==> src/rtl/fft_bfly_r2_pipe.sv <==
// fft_bfly_r2_pipe: 3-stage pipelined radix-2 DIT butterfly on signed
// fixed-point complex data, X0 = A + B*W, X1 = A - B*W, with valid/ready
// streaming and a sticky saturation flag.
// Build macro FFT_BFLY_ROUND_EN: round half-up on every reduction; when
// undefined, reductions truncate toward -inf.
module fft_bfly_r2_pipe #(
  parameter int INT_BITS    = 8,
  parameter int FRAC_BITS   = 8,
  parameter int TW_INT_BITS = 2
) (
  input  logic                                       clk,
  input  logic                                       rst,
  input  logic                                       in_valid,
  output logic                                       in_ready,
  input  logic                                       in_scale,
  input  logic signed [INT_BITS+FRAC_BITS-1:0]       a_re,
  input  logic signed [INT_BITS+FRAC_BITS-1:0]       a_im,
  input  logic signed [INT_BITS+FRAC_BITS-1:0]       b_re,
  input  logic signed [INT_BITS+FRAC_BITS-1:0]       b_im,
  input  logic signed [TW_INT_BITS+FRAC_BITS-1:0]    w_re,
  input  logic signed [TW_INT_BITS+FRAC_BITS-1:0]    w_im,
  output logic                                       out_valid,
  input  logic                                       out_ready,
  output logic signed [INT_BITS+FRAC_BITS-1:0]       x0_re,
  output logic signed [INT_BITS+FRAC_BITS-1:0]       x0_im,
  output logic signed [INT_BITS+FRAC_BITS-1:0]       x1_re,
  output logic signed [INT_BITS+FRAC_BITS-1:0]       x1_im,
  output logic                                       ovf_sticky,
  input  logic                                       ovf_clr
);

  localparam int W  = INT_BITS + FRAC_BITS;
  localparam int TW = TW_INT_BITS + FRAC_BITS;
  localparam int PW = W + TW;

`ifdef FFT_BFLY_ROUND_EN
  localparam logic [PW+1:0] RND_T = (PW+2)'(1) << (FRAC_BITS - 1);
`endif

  // Reduce a product sum by FRAC_BITS and saturate to W+1 bits.
  // Returns {overflow, value}; widened by one bit so the rounding add cannot wrap.
  function automatic logic [W+1:0] reduce_t(input logic signed [PW:0] t);
    logic signed [PW+1:0] v;
    logic [W:0]           q;
    logic                 o;
    v = {t[PW], t};
`ifdef FFT_BFLY_ROUND_EN
    v = v + RND_T;
`endif
    v = v >>> FRAC_BITS;
    o = (v[PW+1:W] != {(PW+2-W){v[W]}});
    if (!o)
      q = v[W:0];
    else if (v[PW+1])
      q = {1'b1, {W{1'b0}}};
    else
      q = {1'b0, {W{1'b1}}};
    return {o, q};
  endfunction

  // Form A +/- t at W+2 bits, optionally halve, saturate to W.
  // Returns {overflow, value}.
  function automatic logic [W:0] combine(input logic signed [W-1:0] a,
                                         input logic signed [W:0]   t,
                                         input logic                sub,
                                         input logic                sc);
    logic signed [W+1:0] s;
    logic signed [W+2:0] v;
    logic [W-1:0]        q;
    logic                o;
    if (sub)
      s = {{2{a[W-1]}}, a} - {t[W], t};
    else
      s = {{2{a[W-1]}}, a} + {t[W], t};
    v = {s[W+1], s};
    if (sc) begin
`ifdef FFT_BFLY_ROUND_EN
      v = v + (W+3)'(1);
`endif
      v = v >>> 1;
    end
    o = (v[W+2:W-1] != {4{v[W-1]}});
    if (!o)
      q = v[W-1:0];
    else if (v[W+2])
      q = {1'b1, {(W-1){1'b0}}};
    else
      q = {1'b0, {(W-1){1'b1}}};
    return {o, q};
  endfunction

  logic w_adv;

  logic                 r_v1, r_sc1;
  logic signed [PW-1:0] r_prr, r_pii, r_pri, r_pir;
  logic signed [W-1:0]  r_a1_re, r_a1_im;

  logic                 r_v2, r_sc2, r_ovf2;
  logic signed [W:0]    r_t_re, r_t_im;
  logic signed [W-1:0]  r_a2_re, r_a2_im;

  logic                 r_v3, r_ovf3, r_sticky;
  logic signed [W-1:0]  r_x0_re, r_x0_im, r_x1_re, r_x1_im;

  logic signed [PW-1:0] w_b_re, w_b_im, w_tw_re, w_tw_im;
  logic signed [PW:0]   w_sum_re, w_sum_im;
  logic [W+1:0]         w_red_re, w_red_im;
  logic [W:0]           w_c0_re, w_c0_im, w_c1_re, w_c1_im;

  // Whole pipeline moves together; it only holds while a result waits at the output.
  assign w_adv     = !r_v3 || out_ready;
  assign in_ready  = w_adv;
  assign out_valid = r_v3;
  assign x0_re     = r_x0_re;
  assign x0_im     = r_x0_im;
  assign x1_re     = r_x1_re;
  assign x1_im     = r_x1_im;
  assign ovf_sticky = r_sticky;

  // Operand sign extension, stage-2 sum/reduction and stage-3 combine.
  always_comb begin
    w_b_re   = PW'(b_re);
    w_b_im   = PW'(b_im);
    w_tw_re  = PW'(w_re);
    w_tw_im  = PW'(w_im);
    w_sum_re = {r_prr[PW-1], r_prr} - {r_pii[PW-1], r_pii};
    w_sum_im = {r_pri[PW-1], r_pri} + {r_pir[PW-1], r_pir};
    w_red_re = reduce_t(w_sum_re);
    w_red_im = reduce_t(w_sum_im);
    w_c0_re  = combine(r_a2_re, r_t_re, 1'b0, r_sc2);
    w_c0_im  = combine(r_a2_im, r_t_im, 1'b0, r_sc2);
    w_c1_re  = combine(r_a2_re, r_t_re, 1'b1, r_sc2);
    w_c1_im  = combine(r_a2_im, r_t_im, 1'b1, r_sc2);
  end

  // Stage 1: register the four partial products, A and the scale mode.
  always_ff @(posedge clk or posedge rst) begin
    if (rst) begin
      r_v1    <= 1'b0;
      r_sc1   <= 1'b0;
      r_prr   <= '0;
      r_pii   <= '0;
      r_pri   <= '0;
      r_pir   <= '0;
      r_a1_re <= '0;
      r_a1_im <= '0;
    end else if (w_adv) begin
      r_v1    <= in_valid;
      r_sc1   <= in_scale;
      r_prr   <= w_b_re * w_tw_re;
      r_pii   <= w_b_im * w_tw_im;
      r_pri   <= w_b_re * w_tw_im;
      r_pir   <= w_b_im * w_tw_re;
      r_a1_re <= a_re;
      r_a1_im <= a_im;
    end
  end

  // Stage 2: register the reduced complex product t = B*W and its overflow.
  always_ff @(posedge clk or posedge rst) begin
    if (rst) begin
      r_v2    <= 1'b0;
      r_sc2   <= 1'b0;
      r_ovf2  <= 1'b0;
      r_t_re  <= '0;
      r_t_im  <= '0;
      r_a2_re <= '0;
      r_a2_im <= '0;
    end else if (w_adv) begin
      r_v2    <= r_v1;
      r_sc2   <= r_sc1;
      r_ovf2  <= r_v1 && (w_red_re[W+1] || w_red_im[W+1]);
      r_t_re  <= w_red_re[W:0];
      r_t_im  <= w_red_im[W:0];
      r_a2_re <= r_a1_re;
      r_a2_im <= r_a1_im;
    end
  end

  // Stage 3: output registers, with the sample's accumulated overflow flag.
  always_ff @(posedge clk or posedge rst) begin
    if (rst) begin
      r_v3    <= 1'b0;
      r_ovf3  <= 1'b0;
      r_x0_re <= '0;
      r_x0_im <= '0;
      r_x1_re <= '0;
      r_x1_im <= '0;
    end else if (w_adv) begin
      r_v3    <= r_v2;
      r_ovf3  <= r_v2 && (r_ovf2 || w_c0_re[W] || w_c0_im[W] ||
                          w_c1_re[W] || w_c1_im[W]);
      r_x0_re <= w_c0_re[W-1:0];
      r_x0_im <= w_c0_im[W-1:0];
      r_x1_re <= w_c1_re[W-1:0];
      r_x1_im <= w_c1_im[W-1:0];
    end
  end

  // Sticky overflow: set when a saturated sample is handed off, clear wins.
  always_ff @(posedge clk or posedge rst) begin
    if (rst)
      r_sticky <= 1'b0;
    else if (ovf_clr)
      r_sticky <= 1'b0;
    else if (r_v3 && out_ready && r_ovf3)
      r_sticky <= 1'b1;
  end

endmodule
==> config.mk <==
export PLATFORM = sky130hd
export DESIGN_NAME = fft_bfly_r2_pipe
export DESIGN_NICKNAME = d
export VERILOG_FILES = /design/src/rtl/fft_bfly_r2_pipe.sv
export SDC_FILE = /design/constraint.sdc
export NUM_CORES = 2
export LEC_CHECK = 0
export CAP_MARGIN = 20
export CELL_PAD_IN_SITES_DETAIL_PLACEMENT = 1
export CELL_PAD_IN_SITES_GLOBAL_PLACEMENT = 1
export CORE_ASPECT_RATIO = 0.7
export CORE_MARGIN = 8
export CORE_UTILIZATION = 45
export CTS_CLUSTER_DIAMETER = 30
export DETAILED_ROUTE_END_ITERATION = 10
export GPL_TIMING_DRIVEN = 0
export HOLD_SLACK_MARGIN = 0.06
export PLACE_DENSITY_LB_ADDON = 0.1
export SYNTH_ARGS = -nofsm -noshare
export SYNTH_HDL_FRONTEND = slang
export SYNTH_SLANG_ARGS = --single-unit
export TNS_END_PERCENT = 100
==> constraint.sdc <==
create_clock -name clk -period 13.55 [get_ports clk]
set_input_delay 3.3875 -clock clk [delete_from_list [all_inputs] [get_ports clk]]
set_output_delay 3.3875 -clock clk [all_outputs]
set_load 0.02 [all_outputs]
# ---- After elaboration in Yosys (flattened, before gate mapping)
# Cells that the tools add are included.
dict set report totals {
  regBits 274
  out_inout_bits 67
  wordCells 68
}
dict set report classes {
  add_sub_neg 6
  mul 4
  eq_ne 6
  n_mux 18
  reduce_logical 12
}
# cell count
set ops {}
lappend ops {{two-way mux 17 bit} 8}
lappend ops {{two-way mux 16 bit} 8}
lappend ops {{multiplier 16 x 10 -> 26 bit} 4}
lappend ops {{adder 16 x 17 -> 18 bit} 2}
lappend ops {{subtractor 16 x 17 -> 18 bit} 2}
lappend ops {{adder 26 x 26 -> 27 bit} 1}
lappend ops {{subtractor 26 x 26 -> 27 bit} 1}
lappend ops {{!= test 11 bit} 2}
lappend ops {{!= test 3 bit} 4}
lappend ops {{logical OR 1 bit} 6}
lappend ops {{logical AND 1 bit} 4}
lappend ops {{two-way mux 1 bit} 2}
lappend ops {{nonzero test 2 bit} 1}
lappend ops {{zero test 1 bit} 1}

# ---- Longest topological paths before layout
dict set report logic_depth {
  depth_word 8
  mapped_depth 24
}

# ---- Worst setup path after synthesis
# OpenSTA, ideal clock, no wires.
dict set report synth_timing {
  path_type {input to register}
  from {input port w_im[1]}
  to {register r_pii[24]}
  arrival_ps 8711
  t_required_ps 13482
  slack_ps 4771
  path_stages 23
  path_buffers 1
  cell_sequence {clkbuf_1 nand2_1 fa_1 inv_1 fa_1 inv_1 fa_1 inv_1 fa_1 inv_1 fa_1 inv_1 ha_1 o21ai_0 nand2b_1 and3_1 or3_1 a31oi_1 o21ai_0 a21oi_1 nor2b_1 or4b_2 nand3_1}
}
dict set report synth_via {
  elab_chain_cells 1
}
# element line
set synth_rtl {}
lappend synth_rtl {{start: declaration} 21} ;# input logic signed [TW_INT_BITS+FRAC_BITS-1:0] w_im,
lappend synth_rtl {{multiplier 16 x 10 -> 26 bit} 151} ;# r_pii <= w_b_im * w_tw_im;
lappend synth_rtl {{end signal: assignment} 151}
lappend synth_rtl {{end: declaration} 95} ;# logic signed [PW-1:0] r_prr, r_pii, r_pri, r_pir;
# No other way between the ends.
# A chain may end at the register's enable or synchronous reset.

# ---- Worst setup path in the final report
dict set report layout_timing {
  from {input port w_im[9]}
  to {register r_pri[25]}
}
dict set report layout_via {
  elab_chain_cells 1
}
# element line
set layout_rtl {}
lappend layout_rtl {{multiplier 16 x 10 -> 26 bit} 152} ;# r_pri <= w_b_re * w_tw_im;
lappend layout_rtl {{end signal: assignment} 152}
lappend layout_rtl {{end: declaration} 95}
# No other way between the ends.

==> results.yml <==
setup_path:
  rrSetupSlack_ns: 8.65
  startpoint_type: "input port"
  worstPathBufferInverterCount: 5
  critical-path-top-delay-family: "adder cells"
  category_of_the_worst_setup_path_capture_point: "register"
  critical_path.reg2reg.startpoint: "r_pii[5]"
  cp_slowest_cell: "clkdlybuf4s50_1"
  timing.critical_path.fanout_max: 10
  critical-path-max-stage-delay_ns: 1.16
  criticalPathCategory: "in -> reg"
  r2r.worst_path.cells: 13
  cpMostUsedCell: "fa_1"
  cp.arrival_ns: 11.70
  crit-reg2reg-capture: "r_t_re[11]"
  worstPathCellList: "clkdlybuf4s50_1 -> clkinv_1 -> clkbuf_1 -> nor2_1 -> fa_1 -> fa_1 -> fa_1 -> fa_1 -> inv_1 -> fa_1 -> inv_1 -> ha_1 -> a21o_1 -> a21oi_1 -> a21boi_0 -> a31oi_1 -> a21oi_1 -> a211oi_1 -> o21bai_1 -> a21o_1 -> a21oi_1 -> xnor2_1 -> o21ai_0"
  timing.critical_path.required_ns: 13.95
  crit_start: "w_im[9]"
die:
  initial_utilization: 0.455
  die_area_sq_um: 97100
  placementRows: 90
  die_height_um: 263
  core_sq_um: 86300
  chipWidth_um: 369
  pin_count: 157
synthesis:
  postSynthRegisterBits: 274
  synth_area_sq_um: 39200
  sequential_to_total_area_share_from_yosys_stat: 0.175
  synthArstFlopShare: 1.00
  cell_variety_after_synth: 75
  synth.largest_area_cell: "fa_1"
  avgSynthCellArea_sq_um: 8.62
  post_synth_inst_count: 4551
  synth_fp_nets: 5563
  synth.cells.most_frequent: "inv_1 (849), nand2_1 (719), fa_1 (560), ha_1 (362), dfrtp_1 (274)"
  postSynth.topFlopCell: "dfrtp_1"
  yosys.cell_count.top_type: "inv_1"
  synth_top_cell_area_share: 0.286
  synth-edff-count: 0
  yosys_warnings: 0
  synth.area.top_cells: "fa_1 (29%), dfrtp_1 (17%), ha_1 (12%)"
drt:
  drc_errors: 0
  via_count: 31700
  initial_detailed_routing_violation_count: 2121
  drt_pass1_iterations: 5
  antenna_violating_nets_post_route: 0
  route.detailed.wl_per_inst_um: 23.2
  route.detailed.vias_per_inst: 5.38
  route.final.wire_length_um: 137000
final_layout:
  multi_input_area_sq_um: 28300
  finalNetCount: 5732
  area_growth_pct: 10.6
  drive_above_1_share: 0.0211
  layout.filler_cells: 10300
  seq_area_sq_um: 6860
timing:
  post-route-min-period_ns: 11.30
  max_slew.worst_pin.slew_ns: 1.19
  timing_max_transition_violations_final: 0
  max_clock_freq_mhz: 88.5
  timing.clock.skew_ns: 0.0291
  final.setup.worst_slack_ns: 2.25
  setup_repair_after_global_routing_missed_its_margin: "no"
  timing.final.crit_share: 0.834
  setup-violations-final: 0
  final_hold_viol_count: 0
  timing.slew.headroom: 0.204
place:
  preCtsSetupSlack_ns: 1.70
  place_congestion: 0.905
  buffers_on_ports: 124
  hpwl_dp_um: 114000
global_routing:
  grt_start_max_net_pins: 119
  globalRoute.totalOverflow: 0
  antenna_found_initial: 9
  via_count_of_the_first_global_routing_pass: 34400
  grt_util_all_layers: 0.283
  grt_pass1_wl_um: 212000
min_path:
  holdPathEnd: "r_a2_re[8]"
  hold_crit_path_type: "reg -> reg"
  hold_depth: 2
  hold_start: "r_a1_re[8]"
run:
  max_cap_violations: 0
run_status:
  outcome: "finished, final reports clean"
clock_network:
  cts_tree: "built"
  cts-root-buf: "clkbuf_16"
  clk_pin_slew_worst_setup_hold_paths_ns: 0.07
  number_of_cts_inserted_buffers: 39
  clock_buffer_depth: 3
  postCtsResizedCells: 0
  clk-insertion-delay-late_ns: 0.57
  clock_sink_count: 274
  postCtsSetupBuffers: 0
  cts-hold-fix-buffers: 0
  h-tree-depth: 2
[registers in the layout (all words and copies together), names as in the netlist, 16 cells and up]
| signal | count |
|---|---|
| x1_re | 16 |
| x0_im | 16 |
| r_pir | 26 |
| r_a1_re | 16 |
| r_t_im | 17 |
| x1_im | 16 |
| r_pri | 26 |
| r_a2_re | 16 |
| x0_re | 16 |
| r_a1_im | 16 |
| r_prr | 26 |
| r_t_re | 17 |
| r_pii | 26 |
| r_a2_im | 16 |
[kinds of logic after synthesis]
| kind of cell | after synthesis | synth area share |
|---|---|---|
| multiplexers | 23 | 0.00625 |
| AO/OA/AOI/OAI | 641 | 0.107 |
| XOR/XNOR | 199 | 0.0444 |
| adder cells (fa/ha/maj) | 922 | 0.401 |
| flip-flops | 274 | 0.175 |
| AND/OR/NAND/NOR | 1417 | 0.163 |
| buffers and inverters | 1075 | 0.103 |
[layout make-up]
cell class,count,share of cell area
multi-input combinational,3202,0.653
antenna,2,0.000115
clock inverter,28,0.00801
buffer,223,0.0195
clock buffer,43,0.0243
tap,1150,0.0331
inverter,852,0.0738
sequential,274,0.158
timing repair buffer,128,0.0304
[worst reg2reg max path: stages (launching register included)]
cell and delay (ns):
dfrtp_1 0.34, inv_1 0.08, ha_1 0.31, nand3_1 0.08, o31ai_1 0.62, a31oi_1 0.41, a211oi_1 0.54, o21ai_0 0.40
o21ai_0 0.55, a21oi_1 0.21, a32o_1 0.31, nor2_1 0.30, clkbuf_1 0.44, a22oi_1 0.14
[layer usage]
metal | GRT usage | routed length [um] | vias to the layer above
li1 | - | - | 14400
met1 | 0.422 | 65300 | 16200
met2 | 0.401 | 55000 | 879
met3 | 0.0858 | 12900 | 168
met4 | 0.0627 | 3560 | 0
met5 | 0 | 0 | -
[cell usage in the layout (no fill, tap or decap), drive strengths merged, types with 4 or more instances in the layout]
cell type,count
a21boi,4
o21bai,25
nand2b,36
dfrtp,274
or2,6
clkbuf,258
a21oi,183
mux2i,20
nand4,9
nor3,31
a211o,14
o22a,46
clkdlybuf4s50,124
nor2b,30
a22oi,29
and3,16
a41oi,4
o31ai,10
nor2,248
inv,864
buf,12
xor2,68
o21ai,116
a21o,61
a211oi,34
clkinvlp,4
a31oi,27
or4,8
and2,245
xnor2,131
nand3,36
o21a,36
fa,560
ha,362
or3,12
nand3b,9
o31a,6
clkinv,10
nand2,719
o211ai,15
[stage by stage]
step | hold slack, ns | TNS (ns) | cell area [sq um] | util | std cells
floorplan | 0.430 | 0 | 39200 | - | 4551
global placement | 0.448 | -354.24 | 41900 | 0.486 | 5825
detailed placement | 0.456 | 0 | 42000 | 0.487 | 5828
CTS | 0.473 | 0 | 43400 | 0.503 | 5899
global route | 0.486 | 0 | 43400 | 0.503 | 5900
finish | 0.464 | 0 | 43400 | 0.503 | 5902
[how the worst max path moves through the flow]
stage | depth (start not counted) | slack [ns] | to
finish | 23 | 2.25 | r_pri[25]
global route | 23 | 1.78 | r_pri[25]
CTS | 23 | 2.27 | r_pri[25]
detailed placement | 23 | 1.70 | r_pri[25]
global placement | 2 | -1.36 | r_a1_re[7]
floorplan | 1 | 2.61 | out_valid
Power is not shown: default switching activity piles up to over one toggle a cycle in this logic, so the estimate is an artifact.
